[config.mk]
export PLATFORM = sky130hd
export DESIGN_NAME = fibonacci_inv_flat
export DESIGN_NICKNAME = d
export VERILOG_FILES = /design/src/rtl/fibonacci_inv_if.sv /design/src/rtl/fibonacci_inv.sv /design/src/flat_wrapper.sv
export SDC_FILE = /design/constraint.sdc
export NUM_CORES = 1
export LEC_CHECK = 0
export ABC_AREA = 1
export CAP_MARGIN = 20
export CORE_MARGIN = 2
export CORE_UTILIZATION = 58
export DETAILED_ROUTE_END_ITERATION = 7
export GPL_ROUTABILITY_DRIVEN = 1
export PLACE_DENSITY = 0.79
export SYNTH_ARGS = -nofsm -noshare
export SYNTH_HDL_FRONTEND = slang
export SYNTH_SLANG_ARGS = --single-unit
[constraint.sdc]
create_clock -name clk -period 2.2 [get_ports clk]
set_clock_uncertainty 0.2 [all_clocks]
set_input_delay 0.66 -clock clk [delete_from_list [all_inputs] [get_ports clk]]
set_output_delay 0.66 -clock clk [all_outputs]
set_load 0.02 [all_outputs]
[src/rtl/fibonacci_inv_if.sv]
// Request/result bundle for the inverse-Fibonacci decoder.
interface fibonacci_inv_if #(
  parameter int DATA_WIDTH = 8,
  parameter int IDX_WIDTH  = 4
);
  logic                  start_i;
  logic [DATA_WIDTH-1:0] value_i;
  logic                  busy_o;
  logic                  valid_o;
  logic                  is_fib_o;
  logic [IDX_WIDTH-1:0]  index_o;

  modport slave (
    input  start_i, value_i,
    output busy_o, valid_o, is_fib_o, index_o
  );

  modport master (
    output start_i, value_i,
    input  busy_o, valid_o, is_fib_o, index_o
  );
endinterface

[src/rtl/fibonacci_inv.sv]
// Decides whether a value is a Fibonacci number and, if so, returns its smallest index
// by walking the sequence one term per cycle.
//
// state  | meaning
// IDLE   | waiting for start; outputs hold the last result
// SEARCH | stepping a/b through the sequence until a >= target
// DONE   | one-cycle valid pulse, then back to IDLE
module fibonacci_inv #(
  parameter int DATA_WIDTH = 8,
  parameter int IDX_WIDTH  = 4
) (
  input  logic            clk,
  input  logic            rst,
  fibonacci_inv_if.slave  bus
);

  localparam int AB_WIDTH = DATA_WIDTH + 2;
  localparam logic [AB_WIDTH-1:0]  AB_ONE  = 1;
  localparam logic [IDX_WIDTH-1:0] IDX_ONE = 1;

  typedef enum logic [1:0] {IDLE, SEARCH, DONE} state_t;

  state_t                state_q;
  logic [AB_WIDTH-1:0]   a_q, b_q;
  logic [AB_WIDTH-1:0]   sum_d;
  logic [AB_WIDTH-1:0]   target_ext;
  logic [DATA_WIDTH-1:0] target_q;
  logic [IDX_WIDTH-1:0]  idx_q;
  logic                  busy_q, valid_q, is_fib_q;
  logic [IDX_WIDTH-1:0]  index_q;

  assign sum_d      = a_q + b_q;
  assign target_ext = {2'b00, target_q};

  always_ff @(posedge clk) begin
    if (rst) begin
      state_q  <= IDLE;
      a_q      <= '0;
      b_q      <= AB_ONE;
      idx_q    <= '0;
      target_q <= '0;
      busy_q   <= 1'b0;
      valid_q  <= 1'b0;
      is_fib_q <= 1'b0;
      index_q  <= '0;
    end else begin
      case (state_q)
        IDLE: begin
          valid_q <= 1'b0;
          if (bus.start_i) begin
            target_q <= bus.value_i;
            a_q      <= '0;
            b_q      <= AB_ONE;
            idx_q    <= '0;
            busy_q   <= 1'b1;
            state_q  <= SEARCH;
          end
        end
        SEARCH: begin
          if (a_q == target_ext) begin
            is_fib_q <= 1'b1;
            index_q  <= idx_q;
            valid_q  <= 1'b1;
            state_q  <= DONE;
          end else if (a_q > target_ext) begin
            is_fib_q <= 1'b0;
            index_q  <= '0;
            valid_q  <= 1'b1;
            state_q  <= DONE;
          end else begin
            a_q   <= b_q;
            b_q   <= sum_d;
            idx_q <= idx_q + IDX_ONE;
          end
        end
        DONE: begin
          // start is deliberately ignored here; a new request needs one IDLE cycle
          busy_q  <= 1'b0;
          valid_q <= 1'b0;
          state_q <= IDLE;
        end
        default: begin
          busy_q  <= 1'b0;
          valid_q <= 1'b0;
          state_q <= IDLE;
        end
      endcase
    end
  end

  assign bus.busy_o   = busy_q;
  assign bus.valid_o  = valid_q;
  assign bus.is_fib_o = is_fib_q;
  assign bus.index_o  = index_q;

endmodule

[src/flat_wrapper.sv]
// flat-port wrapper written by rule: the top's interface ports become plain ports
module fibonacci_inv_flat 
#(
  parameter int DATA_WIDTH = 8,
  parameter int IDX_WIDTH  = 4
)
  (clk, rst, bus_start_i, bus_value_i, bus_busy_o, bus_valid_o, bus_is_fib_o, bus_index_o);
  fibonacci_inv_if #(.DATA_WIDTH(DATA_WIDTH), .IDX_WIDTH(IDX_WIDTH)) bus_i ();
  input  logic clk;
  input  logic rst;
  input wire logic [$bits(bus_i.start_i)-1:0] bus_start_i;
  input wire logic [$bits(bus_i.value_i)-1:0] bus_value_i;
  output wire logic [$bits(bus_i.busy_o)-1:0] bus_busy_o;
  output wire logic [$bits(bus_i.valid_o)-1:0] bus_valid_o;
  output wire logic [$bits(bus_i.is_fib_o)-1:0] bus_is_fib_o;
  output wire logic [$bits(bus_i.index_o)-1:0] bus_index_o;
  assign bus_i.start_i = bus_start_i;
  assign bus_i.value_i = bus_value_i;
  assign bus_busy_o = bus_i.busy_o;
  assign bus_valid_o = bus_i.valid_o;
  assign bus_is_fib_o = bus_i.is_fib_o;
  assign bus_index_o = bus_i.index_o;
  fibonacci_inv #(.DATA_WIDTH(DATA_WIDTH), .IDX_WIDTH(IDX_WIDTH)) u_core (.clk(clk), .rst(rst), .bus(bus_i));
endmodule
==> results.cfg, run 1 <==
[status]
outcome = finished, final reports clean

[setup_path]
r2r_slack_ps = 190
crit_slowest_cell = clkdlybuf4s50_1
worst-setup-path-type = flip-flop to output pin
endpoint_kind = output pin
max_stage_delay_ps = 610
crit_start = u_core.bus.busy_o$_SDFFE_PP0P_
r2r.worst_path.cells = 12
path_depth = 1
crit_chain = clkdlybuf4s50_1
critPathLaunchType = flip-flop
crit_required_ps = 1340
crit_family = buffers and inverters
r2r-start = u_core.b_q[0]$_SDFFE_PP1P_
worstPathArrival_ps = 1240
path_buf_inv = 1
reg2reg_to = u_core.b_q[8]$_SDFFE_PP0P_
critPathMaxFanout = 2

[timing]
fin_setup_tns_ps = 0
drv_slew = 0
fmax_mhz = 476
hold_viol_final = 0
rsz0062_at_grt = false
fin_crit_ps = 2100
finalSetupViolCount = 0
slew_headroom_pct = 76.2
fin_crit_sh_pct = 95.5
tightest_slew_ps = 356

[worst_hold_path]
whs_path_depth = 2
min-delay-start = u_core.target_q[7]$_SDFFE_PP0P_
min_to = u_core.target_q[7]$_SDFFE_PP0P_
hold_class = flip-flop to flip-flop

[clock_network]
clkSinkCount = 41
path_clk_slew_ps = 80
h-tree-depth = 2
cts_buffers = 5
postCtsSetupBuffers = 0
clock_path_buffers = 2
ctsHoldBuffers = 0
cts_tree = yes
cts-root-buf = clkbuf_8
clock_latency_ps = 290
cts_resized = 0

[synth]
yosys-top-cells-count = nand2_1, dfxtp_1, inv_1, a21oi_1, nand3_1
yosysUniqueCellTypes = 27
async_flop_share_pct = 0
netlist.area_leader.share_pct = 35.2
syn_inst = 327
yosysSeqAreaShare_pct = 35.2
ys.flop_type = dfxtp_1
synth.yosys.warnings = 0
yosysTopAreaCell = dfxtp_1
avgSynthCellArea_sq_um = 7.12
yosysMostFrequentCell = nand2_1
netlist_area_sq_um = 2330
synthTopCellsByArea = dfxtp_1, nand2_1, ha_1
syn-num-nets = 357
ys_ff_latch = 41
synth-edff-count = 0

[final_layout]
antenna_cells = 0
area_growth_pct = 15.1
fillers = 344
finalInstanceArea_sq_um = 2680
drive_gt1_share_pct = 9.77
final_nets = 377
register_area_sq_um = 821
multi_input_area_sq_um = 1300

[place]
gp_congestion = 0.812
io_buffers = 17
hpwl_um = 3600
dpl_cell_area_sq_um = 2550

[global_route]
global_route.usage.met1_pct = 28.7
overflow = 0
grt_usage_pct = 22.8
grt.busiest_layer = met2
grt_max_degree = 26
grt_first_pass_wirelength_um = 7860
use_met2_pct = 40.1
grt_pass1_vias = 1834
gr-usage-met3_pct = 4.00
antenna_found_initial = 0

[power]
p_seq_share_pct = 41.7
ir_drop_uv = 475
finalPower_w = 0.00207
leakage_nw = 1.21
swShare_pct = 32.3
p_int_w = 0.00140
pwr-share-clk_pct = 29.8
combPwrFrac_pct = 28.5
powerDensity_nw_per_um2 = 771
p_sw_w = 0.000668

[die]
core_sq_um = 3940
io_pins = 18
dieArea_sq_um = 4540
die_w_um = 67.4
initial_core_util_pct = 59.1
rows = 23
fp.dieH_um = 67.4

[route]
drt_iter0_drc = 95
routed_wl_um = 4770
antenna_left = 0
drt_first_pass_iters = 4
post_drt_via_cell_ratio = 5.13
vias = 2043
drc = 0
wl_per_cell_um = 12.0

[flow_run]
drv_cap = 0
## power by group through the flow
| stage | clock [W] | sequential [W] | combinational [W] |
|---|---|---|---|
| 5_1_grt | 0.000647 | 0.000872 | 0.000669 |
| 6_report | 0.000617 | 0.000863 | 0.000589 |
| 4_1_cts | 0.000626 | 0.000859 | 0.000587 |
| 3_5_place_dp | 0 | 0.000875 | 0.000582 |
| 2_1_floorplan | 0 | 0.000870 | 0.000451 |
| 3_3_place_gp | 0 | 0.000873 | 0.000565 |
## cell usage in the layout (no fill, tap or decap), types with 5 or more instances in the layout
cell type and count:
buf_4 7, inv_1 41, nand4_1 5, o21ai_0 12
clkbuf_8 6, ha_1 17, nand3_1 34, nand2_1 71
a21oi_2 5, clkdlybuf4s50_1 17, nor2_1 33, dfxtp_1 41
a21oi_1 35
## final cells by class
class | count | share of cell area [%]
multi-input cells | 233 | 48.5
well taps | 50 | 2.33
clock inverters | 1 | 1.12
flip-flops and latches | 41 | 30.6
repair buffers | 24 | 8.31
inverters | 42 | 5.88
clock buffers | 7 | 3.22
## kinds of logic (layout without fill, tap and decap cells)
family,count (synthesis),in the layout,synth area share [%]
AO/OA/AOI/OAI,53,53,12.3
adder cells (fa/ha/maj),19,19,10.5
XOR/XNOR,5,5,1.88
AND/OR/NAND/NOR,156,156,30.6
flip-flops,41,41,35.2
buffers and inverters,53,74,9.45
## routing by layer
metal | share of wire [%] | vias up
met2 | 48 | 42
met1 | 46 | 899
met5 | 0 | -
met3 | 4.8 | 7
li1 | - | 1095
met4 | 1.2 | 0
## registers in the layout, indices dropped and copies added (netlist names)
name / count
u_core.a_q: 10
u_core.b_q: 10
u_core.target_q: 8
u_core.bus.index_o: 4
u_core.idx_q: 4
u_core.state_q: 2
u_core.bus.busy_o: 1
u_core.bus.is_fib_o: 1
u_core.bus.valid_o: 1
## how the worst max path moves through the flow
stage                                      end  slack, ps
6_report                            bus_busy_o        100
5_1_grt             u_core.b_q[8]$_SDFFE_PP0P_         30
4_1_cts                         bus_index_o[1]        100
3_5_place_dp   u_core.target_q[6]$_SDFFE_PP0P_        120
3_3_place_gp        u_core.b_q[6]$_SDFFE_PP0P_        160
2_1_floorplan       u_core.b_q[8]$_SDFFE_PP0P_        400
## per-stage QoR
stage / util [%] / setup slack, ps / hold slack [ps] / cells
after floorplan: - / 401 / 235 / 327
after global placement: 64.7 / 156 / 249 / 390
after detailed placement: 64.7 / 118 / 254 / 390
after CTS: 67.7 / 98.1 / 264 / 398
after global routing: 68.0 / 30.3 / 284 / 398
final: 68.0 / 99.6 / 261 / 398
Power figures use the tool's default switching activity.
==> run 2, diff against run 1 <==
==> constraint.sdc (replaced) <==
create_clock -name clk -period 2 [get_ports clk]
set_clock_uncertainty 0.2 [all_clocks]
set_input_delay 0.6 -clock clk [delete_from_list [all_inputs] [get_ports clk]]
set_output_delay 0.6 -clock clk [all_outputs]
set_load 0.02 [all_outputs]
==> results.cfg, run 2 (synthesis gave the netlist of run 1 again) <==
[clock_network]
ctsHoldBuffers = 0
cts-root-buf = clkbuf_8
clock_latency_ps = 300
path_clk_slew_ps = 80
clkSinkCount = 41
clock_path_buffers = 2
h-tree-depth = 2
cts_tree = yes
cts_buffers = 5

[route]
post_drt_via_cell_ratio = 5.23
antenna_left = 0
routed_wl_um = 5430
wl_per_cell_um = 13.2
drt_iter0_drc = 169
vias = 2154
drt_first_pass_iters = 4
drc = 0

[die]
core_sq_um = 3940
die_w_um = 67.4
fp.dieH_um = 67.4
io_pins = 18
initial_core_util_pct = 59.1
dieArea_sq_um = 4540
rows = 23

[global_route]
grt_pass1_vias = 1885
overflow = 0
antenna_found_initial = 0
grt_usage_pct = 24.8
grt_first_pass_wirelength_um = 8470
grt_max_degree = 20

[final_layout]
antenna_cells = 0
finalInstanceArea_sq_um = 2920
fillers = 302
area_growth_pct = 25.5
final_nets = 391
drive_gt1_share_pct = 22.7
mostFrequentLayoutCell = nand2_1
reg_top3 = u_core.a_q x10, u_core.b_q x10, u_core.target_q x8
mostFrequentLayoutCells = nand2_1, inv_1, dfxtp_1, nor2_1, nand3_1
fin_util_pct = 74.1

[setup_path]
r2r_slack_ps = 40
critPathMaxFanout = 4
endpoint_kind = flip-flop
critPathLaunchType = flip-flop
worstPathArrival_ps = 1990
max_stage_delay_ps = 370
crit_required_ps = 2030
crit_chain = ha_4 > nand2_2 > inv_2 > nor3_4 > nand3_4 > nor2_4 > clkbuf_16 > o21ai_0 > nor2_1
crit_slowest_cell = dfxtp_4
worst-setup-path-type = flip-flop to flip-flop

[power]
leakage_nw = 1.32
finalPower_w = 0.00233
ir_drop_uv = 545
powerDensity_nw_per_um2 = 796

[timing]
hold_ws_ps = 261
finalSetupViolCount = 0
hold_viol_final = 0
tightest_slew_ps = 344
fin_crit_ps = 1960
slew_headroom_pct = 77.0
fin_crit_sh_pct = 98.0
drv_slew = 0
fin_setup_tns_ps = 0
rsz0062_at_grt = true
fmax_mhz = 510

[place]
io_buffers = 17
hpwl_um = 3770
dpl_cell_area_sq_um = 2660
gp_congestion = 0.843

[status]
outcome = finished, final reports clean

[flow_run]
drv_cap = 0

[worst_hold_path]
hold_class = flip-flop to flip-flop
-- run 2: cell types whose count changed in the layout (fill, tap and decap cells not counted), sizes merged --
cell           change
buf               +13
clkdlybuf4s50      -7
dlygate4sd2        +7
clkinv             +2
bufinv             -1
clkbuf             -1
clkinvlp           +1
-- run 2: power breakdown --
group          internal (W)  switching, W
combinational      0.000354      0.000485
sequential         0.000894     0.0000569
clock              0.000241      0.000297
total               0.00149      0.000838
-- run 2: worst paths after layout --
path,to,depth (start not counted),startpoint
worst max register to register,u_core.idx_q[0]$_SDFFE_PP0P_,9,u_core.a_q[7]$_SDFFE_PP0P_
worst min register to register,u_core.target_q[6]$_SDFFE_PP0P_,2,u_core.target_q[6]$_SDFFE_PP0P_
worst min-delay path,u_core.target_q[6]$_SDFFE_PP0P_,2,u_core.target_q[6]$_SDFFE_PP0P_
worst max-delay path,u_core.idx_q[0]$_SDFFE_PP0P_,9,u_core.a_q[7]$_SDFFE_PP0P_
-- run 2: routing by layer --
metal / share of wire (%) / global-route usage (%)
met1: 46 / 32.2
met2: 49 / 41.6
met3: 4.3 / 5.17
met4: 0.72 / 7.14
met5: 0 / 0
-- run 2: critical path: cells and delay by family (launching register included) --
kind,cells,cell delay [ps]
DFF,1,370
AOI/OAI and AO/OA,1,60
buffers and inverters,2,220
adders and majority gates,1,240
and+or+nand+nor,5,800
-- run 2: cell type report --
type                    instances  area [sq um]  area share [%]
clock buffers                   5          68.8            2.35
clock inverters                 3          17.5           0.599
inverters                      42           158            5.39
multi-input cells             233          1420            48.5
flip-flops and latches         41           833            28.5
well taps                      50          62.6            2.14
repair buffers                 38           365            12.5
-- run 2: what timing repair did --
item / 4_1_cts / 5_1_grt
buffers inserted: 0 / 2
resized for setup: 8 / 38
cloned: 0 / 1
hold endpoints to repair: 0 / 0
pin swaps: 0 / 19
setup endpoints to repair: 8 / 26
-- run 2: stage by stage --
step | setup WS (ps) | std cells
after floorplan | 201 | 327
after global placement | 28.2 | 401
after detailed placement | 13.9 | 401
after CTS | 42.8 | 409
after global routing | -50.3 | 412
final | 40.1 | 412
